<file path="config.mk">
export PLATFORM = sky130hd
export DESIGN_NAME = int_scheduler_flat
export DESIGN_NICKNAME = d
export VERILOG_FILES = /design/src/rtl/int_scheduler_if.sv /design/src/rtl/int_scheduler.sv /design/src/flat_wrapper.sv
export SDC_FILE = /design/constraint.sdc
export NUM_CORES = 1
export LEC_CHECK = 0
export CAP_MARGIN = 0
export CORE_MARGIN = 3
export CORE_UTILIZATION = 28
export CTS_CLUSTER_SIZE = 20
export DETAILED_ROUTE_END_ITERATION = 12
export PLACE_DENSITY = 0.56
export SLEW_MARGIN = 40
export SYNTH_ARGS = -nofsm -noshare
export SYNTH_HDL_FRONTEND = slang
export SYNTH_SLANG_ARGS = --single-unit
export TNS_END_PERCENT = 50
</file>
<file path="constraint.sdc">
create_clock -name clk -period 1.3 [get_ports clk]
set_input_delay 0.13 -clock clk [delete_from_list [all_inputs] [get_ports clk]]
set_output_delay 0.13 -clock clk [all_outputs]
set_load 0.01 [all_outputs]
</file>
<file path="src/rtl/int_scheduler_if.sv">
// Handshake and source/mask bus between the interrupt scheduler and its controller.
// The slave modport is the scheduler side. The master modport is the controller/stimulus side.
interface int_scheduler_if #(
    parameter int NSRC = 4
);
    logic [NSRC-1:0] src_int;
    logic            mask_we;
    logic [NSRC-1:0] mask_din;
    logic [NSRC-1:0] mask_out;
    logic [NSRC-1:0] pending_out;
    logic            irq;
    logic [7:0]      irq_vec;
    logic [2:0]      irq_src;
    logic            irq_ack;
    logic            irq_done;
    logic            busy;

    modport slave (
        input  src_int, mask_we, mask_din, irq_ack, irq_done,
        output mask_out, pending_out, irq, irq_vec, irq_src, busy
    );

    modport master (
        output src_int, mask_we, mask_din, irq_ack, irq_done,
        input  mask_out, pending_out, irq, irq_vec, irq_src, busy
    );
endinterface

</file>
<file path="src/rtl/int_scheduler.sv">
// Interrupt scheduler: it synchronises and edge-detects the sources into pending bits, masks them,
// and picks one by priority. It then runs the req/ack/done handshake, with no nesting.
// Optional macro PRIO_ROTATE_EN replaces fixed priority with round-robin priority.
module int_scheduler #(
    parameter int         NSRC       = 4,
    parameter logic [7:0] VEC_BASE   = 8'hF0,
    parameter int         VEC_STRIDE = 2
) (
    input  logic            clk,
    input  logic            rst,
    int_scheduler_if.slave  bus
);
    typedef enum logic [1:0] {IDLE = 2'd0, REQ = 2'd1, SERVICE = 2'd2} state_e;

    state_e          state_q, state_d;
    logic [NSRC-1:0] s1_q, s2_q, s3_q;
    logic [NSRC-1:0] pending_q, pending_d, mask_q, mask_d;
    logic [NSRC-1:0] edge_s, eligible_s, clr_s;
    logic            irq_q, irq_d;
    logic [2:0]      src_q, src_d, win_s;
    logic [7:0]      vec_q, vec_d;
    logic            found_s;
`ifdef PRIO_ROTATE_EN
    logic [2:0]      ptr_q, ptr_d;
    logic [NSRC-1:0] rot_s;
`endif

    function automatic logic [7:0] vec_of(input logic [2:0] idx);
        return VEC_BASE + 8'(32'(idx) * VEC_STRIDE);
    endfunction

    assign edge_s     = s2_q & ~s3_q;
    assign eligible_s = pending_q & mask_q;
    assign found_s    = |eligible_s;

    // Winner selection among the eligible sources
    always_comb begin
        win_s = 3'd0;
`ifdef PRIO_ROTATE_EN
        rot_s = NSRC'({eligible_s, eligible_s} >> (32'(ptr_q) + 32'd1));
        for (int j = NSRC - 1; j >= 0; j--) begin
            win_s = rot_s[j] ? 3'((32'(ptr_q) + 32'd1 + 32'(j)) % NSRC) : win_s;
        end
`else
        for (int j = NSRC - 1; j >= 0; j--) begin
            win_s = eligible_s[j] ? 3'(j) : win_s;
        end
`endif
    end

    // Handshake FSM next state and pending/mask next values
    always_comb begin
        state_d = state_q;
        irq_d   = irq_q;
        src_d   = src_q;
        vec_d   = vec_q;
        clr_s   = '0;
`ifdef PRIO_ROTATE_EN
        ptr_d   = ptr_q;
`endif
        case (state_q)
            IDLE: begin
                if (found_s) begin
                    src_d   = win_s;
                    vec_d   = vec_of(win_s);
                    irq_d   = 1'b1;
                    state_d = REQ;
                end else begin
                    state_d = IDLE;
                end
            end
            REQ: begin
                // ack wins over a simultaneous done; done is simply not looked at here
                if (bus.irq_ack) begin
                    clr_s   = {{(NSRC-1){1'b0}}, 1'b1} << src_q;
                    irq_d   = 1'b0;
                    state_d = SERVICE;
`ifdef PRIO_ROTATE_EN
                    ptr_d   = src_q;
`endif
                end else begin
                    state_d = REQ;
                end
            end
            SERVICE: begin
                if (bus.irq_done) begin
                    state_d = IDLE;
                end else begin
                    state_d = SERVICE;
                end
            end
            default: begin
                state_d = IDLE;
                irq_d   = 1'b0;
            end
        endcase
        // A fresh edge beats the ack clear so a colliding event is not lost
        pending_d = (pending_q & ~clr_s) | edge_s;
        if (bus.mask_we) begin
            mask_d = bus.mask_din;
        end else begin
            mask_d = mask_q;
        end
    end

    // State, synchroniser and output registers
    always_ff @(posedge clk) begin
        if (rst) begin
            state_q   <= IDLE;
            s1_q      <= '0;
            s2_q      <= '0;
            s3_q      <= '0;
            pending_q <= '0;
            mask_q    <= '0;
            irq_q     <= 1'b0;
            src_q     <= 3'd0;
            vec_q     <= VEC_BASE;
`ifdef PRIO_ROTATE_EN
            ptr_q     <= 3'(NSRC - 1);
`endif
        end else begin
            state_q   <= state_d;
            s1_q      <= bus.src_int;
            s2_q      <= s1_q;
            s3_q      <= s2_q;
            pending_q <= pending_d;
            mask_q    <= mask_d;
            irq_q     <= irq_d;
            src_q     <= src_d;
            vec_q     <= vec_d;
`ifdef PRIO_ROTATE_EN
            ptr_q     <= ptr_d;
`endif
        end
    end

    assign bus.mask_out    = mask_q;
    assign bus.pending_out = pending_q;
    assign bus.irq         = irq_q;
    assign bus.irq_vec     = vec_q;
    assign bus.irq_src     = src_q;
    assign bus.busy        = (state_q != IDLE);
endmodule
</file>
<file path="src/flat_wrapper.sv">
// flat-port wrapper written by rule: the top's interface ports become plain ports
module int_scheduler_flat 
#(
    parameter int         NSRC       = 4,
    parameter logic [7:0] VEC_BASE   = 8'hF0,
    parameter int         VEC_STRIDE = 2
)
  (clk, rst, bus_src_int, bus_mask_we, bus_mask_din, bus_irq_ack, bus_irq_done, bus_mask_out, bus_pending_out, bus_irq, bus_irq_vec, bus_irq_src, bus_busy);
  int_scheduler_if #(.NSRC(NSRC)) bus_i ();
  input  logic clk;
  input  logic rst;
  input wire logic [$bits(bus_i.src_int)-1:0] bus_src_int;
  input wire logic [$bits(bus_i.mask_we)-1:0] bus_mask_we;
  input wire logic [$bits(bus_i.mask_din)-1:0] bus_mask_din;
  input wire logic [$bits(bus_i.irq_ack)-1:0] bus_irq_ack;
  input wire logic [$bits(bus_i.irq_done)-1:0] bus_irq_done;
  output wire logic [$bits(bus_i.mask_out)-1:0] bus_mask_out;
  output wire logic [$bits(bus_i.pending_out)-1:0] bus_pending_out;
  output wire logic [$bits(bus_i.irq)-1:0] bus_irq;
  output wire logic [$bits(bus_i.irq_vec)-1:0] bus_irq_vec;
  output wire logic [$bits(bus_i.irq_src)-1:0] bus_irq_src;
  output wire logic [$bits(bus_i.busy)-1:0] bus_busy;
  assign bus_i.src_int = bus_src_int;
  assign bus_i.mask_we = bus_mask_we;
  assign bus_i.mask_din = bus_mask_din;
  assign bus_i.irq_ack = bus_irq_ack;
  assign bus_i.irq_done = bus_irq_done;
  assign bus_mask_out = bus_i.mask_out;
  assign bus_pending_out = bus_i.pending_out;
  assign bus_irq = bus_i.irq;
  assign bus_irq_vec = bus_i.irq_vec;
  assign bus_irq_src = bus_i.irq_src;
  assign bus_busy = bus_i.busy;
  int_scheduler #(.NSRC(NSRC), .VEC_BASE(VEC_BASE), .VEC_STRIDE(VEC_STRIDE)) u_core (.clk(clk), .rst(rst), .bus(bus_i));
endmodule
</file>
### Word-level counts from Yosys, hierarchy flattened

Cells that the tools add are included.

| storage, ports and cells | value |
|---|---|
| bits in registers | 34 |
| input bits | 13 |
| output and inout bits | 21 |
| word-level logic and storage cells | 40 |

| cells by class | value |
|---|---|
| add/subtract/negate cells | 1 |
| equal/unequal tests | 4 |
| shifts and indexed selects | 1 |
| muxes and demuxes | 13 |
| bitwise operators | 7 |
| reduce and logical (&&, ||, !) cells | 5 |

Operators by type and width:

| cell | number |
|---|---|
| $and 4x4->4 | 3 |
| $mux 3 | 3 |
| $mux 4 | 2 |
| $not 4->4 | 2 |
| $add 5x5->6 const A | 1 |
| $mux 2 | 3 |
| $pmux 2 s3 | 1 |
| $or 4x4->4 | 1 |
| $reduce_or 4->1 | 1 |
| $shl 1x3->4 const A | 1 |
| $mux 1 | 3 |
| $pmux 1 s3 | 1 |
| $reduce_and 3->1 | 1 |
| $eq 2x1->1 const B | 1 |
| $eq 2x2->1 const B | 1 |
| $logic_not 2->1 | 1 |
| $ne 2x1->1 const B | 1 |
| $ne 2x2->1 const B | 1 |
| $reduce_and 2->1 | 1 |
| $reduce_bool 2->1 | 1 |
| $not 1->1 | 1 |

### Longest topological paths before layout

| logic depth | value |
|---|---|
| depth after elaboration | 6 |
| mapped depth | 3 |
| mapped depth without buffers | 3 |

### Worst setup path after synthesis

No wires, ideal clock.

| timing path | value |
|---|---|
| path type | register to register |
| start | register u_core.pending_q[1] (netlist: u_core.bus.pending_out[1]) |
| end | register u_core.src_q[0] (netlist: u_core.bus.irq_src[0]) |
| library setup time | 0.079 ns |
| data arrival time | 0.911 ns |
| required time | 1.221 ns |
| setup slack | 0.309 ns |
| cell stages (with the launch flop) | 4 |
| buffers on the path | 0 |
| period minus slack after synthesis | 0.991 ns |
| cell sequence | dfxtp_1 > nand2_1 > a32o_1 > a211oi_2 |

| on the way | value |
|---|---|
| word-level cells in the longest chain between the ends | 3 |
| elaborated cells between the ends (all ways) | 5 |
| classes of those cells | mux (2); bitwise (1); reduce/logical (2) |

Ends and longest elaborated chain:

| item | line | RTL |
|---|---|---|
| start, declared | int_scheduler.sv:17 | `logic [NSRC-1:0] pending_q, pending_d, mask_q, mask_d;` |
| start signal, assigned | int_scheduler.sv:126 | `pending_q <= pending_d;` |
| $and 4x4->4 * | int_scheduler.sv:33 | `assign eligible_s = pending_q & mask_q;` |
| $reduce_or 4->1 / $mux 3 (equally long branches) | int_scheduler.sv:34, int_scheduler.sv:46 |  |
| $reduce_and 2->1 (no line) / $mux 3 (equally long branches) | -- |  |
| end signal, assigned | int_scheduler.sv:129 | `src_q <= src_d;` |
| end, declared | int_scheduler.sv:20 | `logic [2:0] src_q, src_d, win_s;` |

Mark *: on every way between the ends. The rest lies on a longest branch, timed or not.
A chain may end at the register's enable or synchronous reset.

### Final worst setup path

| timing path | value |
|---|---|
| start | register u_core.state_q[0] |
| end | output port bus_busy |

| on the way | value |
|---|---|
| word-level cells in the longest chain between the ends | 1 |

Ends and longest elaborated chain:

| item | line | RTL |
|---|---|---|
| start, declared | int_scheduler.sv:15 | `state_e state_q, state_d;` |
| start signal, assigned | int_scheduler.sv:122 | `state_q <= state_d;` |
| $reduce_bool 2->1 | int_scheduler.sv:142 | `assign bus.busy = (state_q != IDLE);` |
| end, declared | flat_wrapper.sv:22 | `output wire logic [$bits(bus_i.busy)-1:0] bus_busy;` |

Every way passes these cells.

==> results.sh <==
export IMPL_wl_um=1750
export IMPL_die_w_um=64.1
export IMPL_rows=20
export IMPL_fill_cells=311
export IMPL_post_place_ws_ps=97.3
export IMPL_drv_slew=0
export IMPL_placed_cells=160
export IMPL_synth_distinct_cells=24
export IMPL_h_tree_depth=1
export IMPL_ant_nets=0
export IMPL_synth_common_cells="dfxtp_1, nor2b_1, buf_4"
export IMPL_io_buffers=26
export IMPL_internal_power_uw=1010
export IMPL_synthCells=95
export IMPL_leakagePower_uw=0.000537
export IMPL_grt_pass1_vias=701
export IMPL_worstReg2RegEnd="u_core.bus.irq_src[0]$_SDFFE_PP0P_"
export IMPL_powerDensity_nw_per_um2=1050
export IMPL_core_sq_um=3130
export IMPL_setup_tns_ps=0
export IMPL_crit_type="flop to output port"
export IMPL_crit_end="bus_busy"
export IMPL_numCtsBuffers=3
export IMPL_grtUsageTotal_pct=8.92
export IMPL_outcome="complete, no violations"
export IMPL_drc=0
export IMPL_startpoint_type="flop"
export IMPL_area_growth_synth_to_final_pct=33.9
export IMPL_power_share_sequential_pct=62.2
export IMPL_register_area_sq_um=522
export IMPL_place_congestion=0.724
export IMPL_initial_core_util_pct=30.2
export IMPL_yosys_warnings=0
export IMPL_synth_edf_count=0
export IMPL_clockPowerShare_pct=25.4
export IMPL_reg2reg_depth=3
export IMPL_synth_area_leaders="dfxtp_1, nor2b_1, buf_4"
export IMPL_antenna_found_initial=0
export IMPL_finalInstanceArea_sq_um=1260
export IMPL_hp_class="input pin to flop"
export IMPL_sw_frac_of_total_pct=23.8
export IMPL_synthArstFlopShare_pct=0
export IMPL_dieArea_sq_um=4110
export IMPL_dr_total_vias=703
export IMPL_r2r_setup_slack_ps=300
export IMPL_insertion_delay_ps=310
export IMPL_dp_hpwl_um=1290
export IMPL_yosysMostFrequentCell="dfxtp_1"
export IMPL_crit_path_end_kind="output port"
export IMPL_multi_input_area_sq_um=379
export IMPL_cts_setup_buffers=0
export IMPL_p_switching_uw=316
export IMPL_avgRoutedWirePerCell_um=10.6
export IMPL_clk_pin_slew_worst_paths_ps=130
export IMPL_grt_pass1_wl_um=2880
export IMPL_clock_sinks=25
export IMPL_layout_drive_gt1_share_pct=15.8
export IMPL_ys_flop_type="dfxtp_1"
export IMPL_drtIter0Drc=13
export IMPL_cts_buffer_depth=2
export IMPL_place_area_sq_um=1220
export IMPL_final_nets=134
export IMPL_root_buffer="clkbuf_4"
export IMPL_synth_top_area_share_pct=53.0
export IMPL_dr_pass1_iters=4
export IMPL_gr_total_overflow=0
export IMPL_ys_seq_area_share_pct=53.0
export IMPL_syn_avg_cell_area_sq_um=9.94
export IMPL_hold_viol_final=0
export IMPL_tritoncts="yes"
export IMPL_drv_cap=0
export IMPL_period_share_pct=92.3
export IMPL_combPwrFrac_pct=12.4
export IMPL_period_needed_ps=1200
export IMPL_crit_path_start="u_core.state_q[0]$_SDFF_PP0_"
export IMPL_yosysTopAreaCell="dfxtp_1"
export IMPL_setup_ws_ps=100
export IMPL_clock_fmax_mhz=833
export IMPL_crit_arrival_ps=1070
export IMPL_ir_drop_uv=467
export IMPL_yosys_register_bits=25
export IMPL_worstPathMaxFanout=7
export IMPL_antenna_cells=0
export IMPL_layoutNonFillerInstCount=164
export IMPL_finalPower_uw=1330
export IMPL_finalClockSkew_ps=7.40
export IMPL_crit_reg2reg_launch="u_core.bus.pending_out[1]$_SDFF_PP0_"
export IMPL_syn_cell_area_sq_um=945
export IMPL_grt_max_degree=26
export IMPL_ios=34
export IMPL_setup_violations=0
export IMPL_cp_data_required_time_ps=1170
export IMPL_die_h_um=64.1
export IMPL_grt_setup_unrepaired="false"
export IMPL_vias_per_cell=4.29
[cell families after synthesis]
family	synth area share (%)
and+or+nand+nor	18.3
DFF	53.0
AOI/OAI and AO/OA	14.3
buffers and inverters	9.40
muxes	4.24
other	0.795
[placed cells by master (no fill, tap or decap), types with 2 or more instances in the layout]
| cell type | instances |
|---|---|
| nand2b_1 | 4 |
| mux2i_1 | 4 |
| conb_1 | 7 |
| a22o_1 | 3 |
| dfxtp_2 | 8 |
| dfxtp_1 | 14 |
| a21oi_1 | 8 |
| clkbuf_4 | 3 |
| clkdlybuf4s50_1 | 12 |
| o21ai_0 | 5 |
| inv_1 | 2 |
| nor2b_1 | 12 |
| dlygate4sd2_1 | 12 |
| nand2_1 | 3 |
| nor2_1 | 5 |
| dfxtp_4 | 3 |
[worst max-delay path: stages (launching register included)]
cell	delay [ps]
dfxtp_4	390
nor2_4	110
inv_1	40
clkdlybuf4s15_1	220
[repair_timing]
| item | in CTS | in global routing |
|---|---|---|
| cloned | 0 | 0 |
| resized for setup | 27 | 3 |
| hold buffers | 0 | 0 |
| setup endpoints to repair | 14 | 2 |
| pin swaps | 0 | 0 |
[power groups by stage]
| stage | Combinational [uW] | Sequential (uW) | Clock (uW) |
|---|---|---|---|
| after floorplan | 89.2 | 847 | 0 |
| final | 165 | 827 | 337 |
| after CTS | 165 | 826 | 345 |
| after global placement | 176 | 845 | 0 |
| after global routing | 180 | 833 | 374 |
| after detailed placement | 178 | 845 | 0 |
[state kept, by name (all words and copies together), names as in the netlist]
signal and cells:
u_core.bus.pending_out 4, u_core.s1_q 4, u_core.bus.irq 1, u_core.bus.irq_src 2, u_core.s2_q 4, u_core.bus.mask_out 4
u_core.state_q 2, u_core.s3_q 4
[worst min-delay path by stage]
stage | to | slack (ps) | startpoint | cells past startpoint
floorplan | u_core.s1_q[0]$_SDFF_PP0_ | 200 | rst | 1
global placement | u_core.s2_q[1]$_SDFF_PP0_ | 420 | u_core.s1_q[1]$_SDFF_PP0_ | 1
detailed placement | u_core.s2_q[2]$_SDFF_PP0_ | 420 | u_core.s1_q[2]$_SDFF_PP0_ | 1
CTS | u_core.s1_q[1]$_SDFF_PP0_ | 350 | bus_src_int[1] | 2
global route | u_core.s1_q[3]$_SDFF_PP0_ | 330 | bus_src_int[3] | 2
finish | u_core.s1_q[1]$_SDFF_PP0_ | 350 | bus_src_int[1] | 2
[layer usage]
metal | vias up | track usage, % | share of wire [%]
met2 | 26 | 15.7 | 48
met4 | 0 | 6.74 | 2.3
met1 | 319 | 8.75 | 43
met3 | 5 | 2.46 | 7.2
met5 | - | 0 | 0
li1 | 353 | - | -
[stage by stage]
stage / hold slack [ps] / utilization [%]
finish: 347 / 40.4
CTS: 346 / 40.2
global route: 331 / 40.4
detailed placement: 420 / 39.2
floorplan: 202 / -
global placement: 417 / 39.2
[area by class of cell]
cell class	count	share of cell area [%]
Clock buffer	4	2.08
Inverter	2	0.593
Multi-Input combinational cell	61	30.0
Sequential cell	25	41.2
Tap cell	44	4.35
Timing Repair Buffer	28	21.8
(Power assumes the default switching activity.)
